--- config.mk ---
export PLATFORM = sky130hd
export DESIGN_NAME = if_stage
export DESIGN_NICKNAME = d
export VERILOG_FILES = /design/src/rtl/mips_pkg.sv /design/src/rtl/if_id_reg.sv /design/src/rtl/if_stage.sv
export SDC_FILE = /design/constraint.sdc
export NUM_CORES = 1
export LEC_CHECK = 0
export ABC_AREA = 1
export CORE_ASPECT_RATIO = 0.7
export CORE_MARGIN = 3
export CORE_UTILIZATION = 35
export CTS_CLUSTER_SIZE = 28
export DETAILED_ROUTE_END_ITERATION = 16
export PLACE_DENSITY = 0.67
export SYNTH_ARGS = -nofsm -noshare
export SYNTH_HDL_FRONTEND = slang
export SYNTH_SLANG_ARGS = --single-unit
--- constraint.sdc ---
create_clock -name clk -period 1.6 [get_ports clk]
set_clock_uncertainty 0.2 [all_clocks]
set_input_delay 0.24 -clock clk [delete_from_list [all_inputs] [get_ports clk]]
set_output_delay 0.24 -clock clk [all_outputs]
set_load 0.005 [all_outputs]
--- src/rtl/mips_pkg.sv ---
// Shared MIPS pipeline constants and pipeline-register payload types.
// No logic; types only.
// No flow control; consumers define their own handshakes.
package mips_pkg;

    localparam logic [31:0] NOP_INSTR        = 32'h0000_0000;
    localparam int          WORD_BYTES       = 4;
    localparam logic [31:0] DEFAULT_RESET_PC = 32'h0000_0000;

    typedef struct packed {
        logic [31:0] instr;
        logic [31:0] pc_plus4;
        logic        valid;
    } if_id_t;

endpackage

--- src/rtl/if_id_reg.sv ---
// Pipeline register between fetch and decode with bubble/hold/capture controls.
// Latency: 1 cycle from d to q.
// Backpressure: hold freezes q; bubble overrides hold; idle controls also hold.
module if_id_reg
    import mips_pkg::*;
(
    input  logic   clk,
    input  logic   reset_n,
    input  logic   capture,
    input  logic   hold,
    input  logic   bubble,
    input  if_id_t d,
    output if_id_t q
);

    localparam if_id_t BUBBLE_WORD = '{instr: NOP_INSTR, pc_plus4: 32'h0, valid: 1'b0};

    always_ff @(posedge clk or negedge reset_n) begin
        if (!reset_n) begin
            q <= BUBBLE_WORD;
        end else if (bubble) begin
            q <= BUBBLE_WORD;
        end else if (hold) begin
            q <= q;
        end else if (capture) begin
            q <= d;
        end
    end

endmodule

--- src/rtl/if_stage.sv ---
// MIPS instruction fetch: PC, next-PC mux, sticky fetch fault, IF/ID register.
// Latency: PC to IF/ID in 1 cycle; a redirect shows its target in IF/ID 2 cycles later.
// Backpressure: Stall holds PC and IF/ID; Branch_taken still redirects under Stall.
module if_stage
    import mips_pkg::*;
#(
    parameter logic [31:0] RESET_PC   = DEFAULT_RESET_PC,
    parameter int          IMEM_BYTES = 160
) (
    input  logic        clk,
    input  logic        reset_n,
    input  logic        Stall,
    input  logic        Flush,
    input  logic        Branch_taken,
    input  logic [31:0] Branch_target,
    output logic [31:0] Read_address,
    input  logic [31:0] Instruction,
    output logic [31:0] IF_ID_Instruction,
    output logic [31:0] IF_ID_PC_plus4,
    output logic        IF_ID_Valid,
    output logic        Fetch_fault
);

    localparam logic [31:0] LAST_ADDR = 32'(IMEM_BYTES - WORD_BYTES);

    logic [31:0] pc_q;
    logic [31:0] pc_d;
    logic [31:0] pc_plus4;
    logic        illegal_pc;
    logic        fault_q;
    logic        fault_set;
    logic        bubble_en;
    logic        capture_en;
    if_id_t      if_id_d;
    if_id_t      if_id_q;

    assign pc_plus4   = pc_q + 32'(WORD_BYTES);
    assign illegal_pc = (pc_q[1:0] != 2'b00) || (pc_q > LAST_ADDR);

    // A fault is only recorded when the illegal PC would really be captured.
    assign fault_set  = illegal_pc && !Stall && !Flush && !Branch_taken;

    always_comb begin
        pc_d = pc_plus4;
        if (Branch_taken) begin
            pc_d = Branch_target;
        end else if (Stall || fault_q || illegal_pc) begin
            pc_d = pc_q;
        end
    end

    always_ff @(posedge clk or negedge reset_n) begin
        if (!reset_n) begin
            pc_q    <= RESET_PC;
            fault_q <= 1'b0;
        end else begin
            pc_q    <= pc_d;
            fault_q <= fault_q | fault_set;
        end
    end

    assign bubble_en  = Branch_taken || Flush || (fault_q && !Stall);
    assign capture_en = !Stall && !bubble_en;

    always_comb begin
        if_id_d.instr    = illegal_pc ? NOP_INSTR : Instruction;
        if_id_d.pc_plus4 = pc_plus4;
        if_id_d.valid    = !illegal_pc;
    end

    if_id_reg u_if_id_reg (
        .clk     (clk),
        .reset_n (reset_n),
        .capture (capture_en),
        .hold    (Stall),
        .bubble  (bubble_en),
        .d       (if_id_d),
        .q       (if_id_q)
    );

    assign Read_address      = pc_q;
    assign IF_ID_Instruction = if_id_q.instr;
    assign IF_ID_PC_plus4    = if_id_q.pc_plus4;
    assign IF_ID_Valid       = if_id_q.valid;
    assign Fetch_fault       = fault_q;

endmodule

# ---- Word-level counts from Yosys, hierarchy flattened
# Index checks and enable logic that the tools add are counted.
dict set report classes {
  add_sub_neg 1
  magnitude_cmp 1
  n_eq_ne 2
  n_mux 6
  n_bitwise 1
  n_reduce_logical 18
}
# cell n
set ops {}
lappend ops {{$mux 65} 3}
lappend ops {{$mux 32} 3}
lappend ops {{$add 32x3->32 const B} 1}
lappend ops {{$gt 32x8->1 const B} 1}
lappend ops {{$logic_and 1x1->1} 5}
lappend ops {{$logic_not 1->1} 5}
lappend ops {{$logic_or 1x1->1} 5}
lappend ops {{$reduce_bool 2->1} 2}
lappend ops {{$ne 2x1->1 const B} 1}
lappend ops {{$ne 2x2->1 const B} 1}
lappend ops {{$reduce_and 2->1} 1}
lappend ops {{$or 1x1->1} 1}
dict set report totals {
  register_bits 98
  in_bits 69
  elab_cells 34
}

# ---- Depth between registers and ports, before layout
# Gate-level depths: netlist of the first run.
dict set report logic_depth {
  ltp_word 8
  mapped_depth 9
  mapped_depth_nobuf 9
}

# ---- Hierarchy
# A second synthesis of the first run with hierarchy kept.
dict set report unflattened {
  hier_cells 706
  hier_area_um2 5520.3
}
# module instances cells_each area_per_inst_um2 seq_area_each_um2
set by_module_without_submodules {}
lappend by_module_without_submodules {if_id_reg 1 298 2846.5 1626.6}
lappend by_module_without_submodules {if_stage 1 408 2673.8 825.8}

# ---- Least setup slack after synthesis of the first run
# Ideal clock, no wire load.
dict set report synth_timing {
  path_type {register -> register}
  from {reg pc_q[2] (netlist: Read_address[2])}
  to {reg u_if_id_reg.q[19] (netlist bit)}
  setup_time_ns 0.117
  t_arrival_ns 1.434
  slack_ns -0.151
  path_stages_with_launch 9
  n_path_buf 0
  period_less_slack_ns 1.751
  cell_sequence {dfrtp_1 ha_1 nand2_1 nor2_2 nand2_1 nor2_1 or2_2 nand3_1 nand2_1}
}
dict set report synth_via {
  elab_chain_len 4
}
# item line_no
set synth_lines {}
lappend synth_lines {{start: declaration} if_stage.sv:26} ;# logic [31:0] pc_q;
lappend synth_lines {{start signal: assignment} if_stage.sv:57} ;# pc_q <= pc_d;
lappend synth_lines {{$add 32x3->32} if_stage.sv:37} ;# assign pc_plus4 = pc_q + 32'(WORD_BYTES);
lappend synth_lines {{$mux 65} if_id_reg.sv:25} ;# end else if (capture) begin
lappend synth_lines {{$mux 65} if_id_reg.sv:23} ;# end else if (hold) begin
lappend synth_lines {{$mux 65} if_id_reg.sv:21} ;# end else if (bubble) begin
lappend synth_lines {{end signal: assignment} if_id_reg.sv:24} ;# q <= q;
lappend synth_lines {{end: declaration} if_id_reg.sv:13} ;# output if_id_t q
# No other way between the ends. The select of a mux whose other input is x is not followed.
# A chain may end at the register's enable or synchronous reset.

# ---- Worst setup path in the final report of the first run
dict set report layout_timing {
  from {reg pc_q[6] (netlist: Read_address[6])}
  to {reg pc_q[29] (netlist: Read_address[29])}
}
dict set report layout_via {
  elab_chain_len 4
  word_cells_on_any_way 7
}
# item line_no
set layout_lines {}
lappend layout_lines {{$gt 32x8->1} if_stage.sv:38} ;# assign illegal_pc = (pc_q[1:0] != 2'b00) || (pc_q > LAST_ADDR);
lappend layout_lines {{$logic_or 1x1->1} if_stage.sv:38}
lappend layout_lines {{$logic_or 1x1->1} if_stage.sv:47} ;# end else if (Stall || fault_q || illegal_pc) begin
lappend layout_lines {{$ne 2x2->1 (no source line)} --}
# Several ways; a longest one is shown, not always the timed one. The select of a mux whose other input is x is not followed.

==> summary.md, run 1 <==
| Metric | Value |
|---|---|
| Fraction of layout cells with a size suffix above 1 | `37.4%` |
| Nets | `1053` |
| Commonest non-fill, non-tap cell in the layout | `nand2_1` |
| Slew Limit Fails | `0` |
| FMAX | `525 MHz` |
| Routed Antenna Nets | `0` |
| Bufs and invs on worst path | `4` |
| Pwr Density | `710 nW/um2` |
| Die Wd | `148 um` |
| Synthesis warning total | `0` |
| Worst Path Required | `1.64 ns` |
| WP data arrival | `1.95 ns` |
| Period utilization | `119%` |
| Initial DRC Count | `478` |
| First-pass GRT wire length | `31.6 mm` |
| Final Routed Wirelength | `21.1 mm` |
| Total track usage | `25.7%` |
| Most frequent cells in the layout | `nand2_1 (235), buf_4 (107), dfrtp_1 (91)` |
| Number of diodes | `0` |
| Final setup fails | `88` |
| Post-synthesis sequential area ratio | `49.7%` |
| Minimum clock period | `1.91 ns` |
| Drt first pass iters | `5` |
| Maximum root-to-sink buffer count | `2` |
| Slew @ Worst Pin | `0.582 ns` |
| Crit path launch type | `register` |
| Avg WL per Cell | `18.0 um` |
| Final setup margin | `-0.306 ns` |
| Net count after synthesis | `737` |
| Top delay family on crit path | `simple AND/OR/NAND/NOR gates` |
| Vias per cell | `5.09` |
| Setup crit end kind | `register` |
| Final Hold Fails | `0` |
| Synth Cell Area | `4930 um2` |
| Dpl hpwl | `13.8 mm` |
| CTS tree | `yes` |
| Initial antenna violation count | `0` |
| Unrepaired setup endpoints after global routing | `yes` |
| Number of buffers created by CTS | `9` |
| Min-delay worst type | `primary input to register` |
| # rows | `35` |
| Drt drc | `0` |
| Slew margin rel. | `61.2%` |
| CTS clk-pin slew, worst paths | `0.08 ns` |
| CTS Sinks | `98` |
| Die area | `15600 um2` |
| Slowest cell delay on critical path | `0.43 ns` |
| Crit Path Class | `register to register` |
| Flops & latches, synth | `98` |
| Clk root buf | `clkbuf_16` |
| Final core occ | `69.2%` |
| Total design power | `6.63 mW` |
| Port bufs | `166` |
| Violated checks | `setup timing` |
| Leak pwr | `4.87 nW` |
| Status | `finished with violations` |
| Vias in the first global route | `5860` |
| Post-Syn Instances | `667` |
| Cell mode on critical path | `nand3_2` |
| Worst skew pair latency | `0.35 ns` |
| Crit-path max FO | `6` |
| Post-Route Setup TNS | `-15.93 ns` |
| Mean Syn Cell Area | `7.40 um2` |
| Vias | `5966` |
| Die height | `105 um` |
| Maxcap violations | `0` |
| Area Overhead vs Synth | `89.3%` |
| Peak VDD IR | `0.000512 V` |
| Slowest cell on crit path | `dfrtp_1` |
| I/O pins | `167` |
| Core area | `13500 um2` |
| Initial Util | `36.6%` |
| Congestion Overflow GR | `0` |
| Cell variety after synth | `23` |
| Largest net degree at the start of global routing | `99` |
| Number of H-tree levels | `3` |
| GPL Wtd Cong | `0.931` |
| Worst path cell trace | `buf_6 -> inv_2 -> nand3_1 -> nand3_2 -> nor2_4 -> nand3_4 -> buf_12 -> clkbuf_16 -> nand3_2 -> nand2_1` |
-- power by group --
| group | total, mW | internal [mW] | switching (mW) |
|---|---|---|---|
| clock | 2.35 | 1.29 | 1.06 |
| combinational | 1.64 | 0.835 | 0.805 |
| sequential | 2.64 | 2.56 | 0.0820 |
| total | 6.63 | 4.69 | 1.95 |
-- per-layer routing --
layer,vias to the layer above,routed length (um),global-route usage (%),share of wire [%]
met1,2904,9690,38.0,46
met3,26,1870,6.36,8.8
met4,0,296,6.26,1.4
met5,-,0,0,0
met2,270,9250,37.8,44
li1,2766,-,-,-
-- area by class of cell --
type / count / area (um2)
repair buffers: 334 / 3190
flip-flops and latches: 98 / 2460
clock inverters: 6 / 83.8
well taps: 185 / 231
clock buffers: 10 / 239
inverters: 43 / 171
fillers: 1093 / 4150
multi-input cells: 497 / 2960
-- kinds of logic after synthesis --
kind of cell / Yosys count / share of synthesized area (%)
adders and majority gates: 1 / 0.254
and+or+nand+nor: 462 / 39.3
xor gates and xnor gates: 6 / 1.07
buffers and inverters: 72 / 6.70
AOI/OAI and AO/OA: 28 / 2.94
DFF: 98 / 49.7
-- synth_stat cells --
library cell	count	area, um2
nand2_1	285	1070
dfrtp_1	98	2450
nand3_1	74	370
nor2_1	61	229
inv_1	38	143
nand4_1	34	213
o21ai_0	25	125
buf_2	12	60.1
buf_4	6	45.0
clkbuf_1	5	18.8
nor2_2	5	31.3
inv_2	4	15.0
xor2_1	4	35.0
buf_1	3	11.3
buf_6	3	33.8
o31ai_1	2	15.0
xnor2_1	2	17.5
clkinv_1	1	3.75
ha_1	1	12.5
nand3_2	1	10.0
nor2_4	1	11.3
o21ai_1	1	5.00
or2_2	1	6.26
-- worst min-delay path, cell delays in order --
cell and delay, ns:
clkdlybuf4s50_1 0.39, nand2_1 0.06, nand2_1 0.04
-- worst paths after layout --
path                                               start                            end  slack (ns)  cells after the start
hold reg to reg            u_if_id_reg.q[25]$_DFFE_PN0P_  u_if_id_reg.q[25]$_DFFE_PN0P_        0.27                      2
setup reg to reg             Read_address[6]$_DFFE_PN0P_   Read_address[29]$_DFFE_PN0P_       -0.31                     10
setup / recovery             Read_address[6]$_DFFE_PN0P_   Read_address[29]$_DFFE_PN0P_       -0.31                     10
min in group asynchronous                        reset_n   u_if_id_reg.q[7]$_DFFE_PN0P_        0.26                      3
hold / removal                         Branch_target[18]   Read_address[18]$_DFFE_PN0P_        0.22                      3
max in group asynchronous                        reset_n  u_if_id_reg.q[31]$_DFFE_PN0P_        0.45                      3
-- metrics by stage --
| stage | area (um2) | hold WS, ns | setup slack (ns) | cells |
|---|---|---|---|---|
| 6_report | 9340 | 0.222 | -0.306 | 1173 |
| 5_1_grt | 9340 | 0.241 | -0.370 | 1173 |
| 4_1_cts | 8660 | 0.213 | -0.225 | 1153 |
| 3_5_place_dp | 7500 | 0.140 | -0.286 | 1085 |
| 3_3_place_gp | 7500 | 0.132 | -0.317 | 1085 |
| 2_1_floorplan | 4950 | -0.256 | 0.0146 | 667 |
-- what timing repair did --
action / 4_1_cts / 5_1_grt
pin swaps: 45 / 60
resized for setup: 283 / 159
buffers inserted: 51 / 31
endpoints found under the setup margin: 187 / 112
gates cloned: 2 / 4
endpoints found under the hold margin: 98 / 0
hold buffers: 1 / 0
-- sequential cells by signal, summed over array words and instances, names as in the netlist --
signal	cells
u_if_id_reg.q	65
Read_address	32
Fetch_fault	1
No activity file was read; power rests on OpenSTA's default activity.
==> run 2, diff against run 1 <==
--- a/config.mk
+++ b/config.mk
@@ -8,3 +8,3 @@
 export ABC_AREA = 1
-export CORE_ASPECT_RATIO = 0.7
+export CORE_ASPECT_RATIO = 1.1
 export CORE_MARGIN = 3
--- a/constraint.sdc
+++ b/constraint.sdc
@@ -4,2 +4,2 @@
 set_output_delay 0.24 -clock clk [all_outputs]
-set_load 0.005 [all_outputs]
+set_load 0.02 [all_outputs]
==> summary.md, run 2 (same netlist as run 1, synthesis figures left out) <==
| Metric | Value |
|---|---|
| Maximum root-to-sink buffer count | `2` |
| Worst skew pair latency | `0.35 ns` |
| WP data arrival | `1.90 ns` |
| Worst R2R Start | `Read_address[30]$_DFFE_PN0P_` |
| Net Sw Frac | `28.9%` |
| Vias | `5593` |
| Reg area | `2460 um2` |
| Worst Hold Launch | `Branch_target[13]` |
| Net Sw Power | `1.87 mW` |
| CTS Sinks | `98` |
| Min-delay worst type | `primary input to register` |
| Routed Antenna Nets | `0` |
| Initial antenna violation count | `0` |
| First-pass GRT wire length | `29.1 mm` |
| Final setup fails | `90` |
| Leak pwr | `4.70 nW` |
| Crit path launch type | `register` |
| Fraction of layout cells with a size suffix above 1 | `35.0%` |
| CTS clk-pin slew, worst paths | `0.07 ns` |
| Bufs and invs on worst path | `3` |
| Nets | `1022` |
| Number of diodes | `0` |
| CTS tree | `yes` |
| Pwr Density | `726 nW/um2` |
| Vias in the first global route | `5476` |
| Status | `finished with violations` |
| Port bufs | `166` |
| Setup crit end kind | `register` |
| Period utilization | `113%` |
| Clk root buf | `clkbuf_16` |
| Logic pwr share | `24.9%` |
| Die height | `131 um` |
| I/O pins | `167` |
| Multi-input gate area | `2880 um2` |
| Unrepaired setup endpoints after global routing | `yes` |
| Worst path cell trace | `buf_6 -> nor2_4 -> nand3_2 -> nor2_4 -> nand2_2 -> nor2_4 -> buf_12 -> clkbuf_16 -> nand4_1 -> nand2_1` |
| Final Hold Fails | `0` |
| Peak VDD IR | `0.000515 V` |
| Congestion Overflow GR | `0` |
| Top delay family on crit path | `simple AND/OR/NAND/NOR gates` |
| Crit-path max FO | `8` |
| Non-Filler Instances | `1141` |
| Initial DRC Count | `361` |
| Number of H-tree levels | `3` |
| Minimum clock period | `1.81 ns` |
| # rows | `44` |
| Placed insts | `1088` |
| Die area | `15600 um2` |
| Design Area, Final | `8920 um2` |
| Commonest non-fill, non-tap cell in the layout | `nand2_1` |
| GPL Wtd Cong | `0.937` |
| Most frequent cells in the layout | `nand2_1 (243), dfrtp_1 (92), buf_4 (89)` |
| Slew Limit Fails | `0` |
| Violated checks | `setup timing` |
| Internal power | `4.60 mW` |
| Clk pwr share | `34.3%` |
| Seq pwr share | `40.8%` |
| Vias per cell | `4.90` |
| Number of flip-flops in the largest register | `65` |
| Worst Path Required | `1.69 ns` |
| Avg WL per Cell | `16.6 um` |
| Slowest cell on crit path | `dfrtp_1` |
| Number of buffers created by CTS | `9` |
| Post-Route Setup TNS | `-11.91 ns` |
| FMAX | `552 MHz` |
| CP Launch Point | `Read_address[30]$_DFFE_PN0P_` |
| Placement-stage cell area | `7570 um2` |
| Cell mode on critical path | `nor2_4` |
| Total design power | `6.48 mW` |
| Pre-CTS WS | `-0.274 ns` |
| Dpl hpwl | `13.7 mm` |
| Core area | `13500 um2` |
| Largest net degree at the start of global routing | `66` |
| Number of fill cells | `1155` |
| Reg with most FFs | `u_if_id_reg.q` |
| Final setup margin | `-0.213 ns` |
| Maxcap violations | `0` |
| Slew @ Worst Pin | `0.409 ns` |
| Total track usage | `23.8%` |
| Slowest cell delay on critical path | `0.39 ns` |
| Drt first pass iters | `5` |
| Crit Path Class | `register to register` |
| Area Overhead vs Synth | `80.8%` |
| Final Routed Wirelength | `18.9 mm` |
| Drt drc | `0` |
| Initial Util | `36.6%` |
| Slew margin rel. | `72.8%` |
| Die Wd | `119 um` |
[run 2: cell types whose count changed in the layout (fill, tap and decap cells not counted), moves of 5 or more]
cell,delta
inv_1,+6
buf_4,-18
clkbuf_2,-7
buf_6,-11
clkdlybuf4s15_1,-7
nor2_4,-8
nor2_1,+5
buf_2,+19
nand2_1,+8
nand2_2,-10
dlygate4sd2_1,-10
[run 2: layer usage]
metal  part of all wire, %  GRT usage, %
met5                     0             0
met4                   2.1          7.98
met3                   6.7          4.74
met2                    48          39.7
met1                    43          31.2
[run 2: tightest hold or removal path: cells and delay by family]
family                 cells  cell delay, ns
buffers and inverters      1            0.39
and+or+nand+nor            2            0.11
[run 2: per-stage QoR]
| step | util, % | hold slack (ns) |
|---|---|---|
| floorplan | - | -0.256 |
| global placement | 56.2 | 0.0815 |
| detailed placement | 56.2 | 0.0840 |
| CTS | 60.7 | 0.208 |
| global route | 66.1 | 0.220 |
| finish | 66.1 | 0.218 |
[run 2: final timing paths]
path / endpoint / slack [ns] / cells after the start
min in group asynchronous: u_if_id_reg.q[28]$_DFFE_PN0P_ / 0.23 / 3
min reg2reg: u_if_id_reg.q[16]$_DFFE_PN0P_ / 0.27 / 2
min: Read_address[13]$_DFFE_PN0P_ / 0.22 / 3
max reg2reg: u_if_id_reg.q[34]$_DFFE_PN0P_ / -0.21 / 10
max in group asynchronous: u_if_id_reg.q[62]$_DFFE_PN0P_ / 0.62 / 3
max: u_if_id_reg.q[34]$_DFFE_PN0P_ / -0.21 / 10
[run 2: area by class of cell]
class / count / share of cell area, %
flip-flops and latches: 98 / 27.6
clock buffers: 10 / 2.68
clock inverters: 6 / 0.730
multi-input cells: 497 / 32.3
inverters: 43 / 1.87
repair buffers: 303 / 32.2
well taps: 184 / 2.58
[run 2: power by group through the flow]
stage	registers, mW	logic (mW)	clock network [mW]
floorplan	2.81	0.324	0
global route	2.65	1.74	2.38
global placement	2.68	1.29	0
detailed placement	2.68	1.29	0
finish	2.64	1.61	2.22
CTS	2.63	1.38	2.27
[run 2: repair_timing]
item	in CTS	in global routing
buffers inserted	16	25
resized for setup	298	154
hold buffers	1	0
endpoints found under the setup margin	183	102
endpoints found under the hold margin	98	0
pin swaps	26	60
cloned	1	3
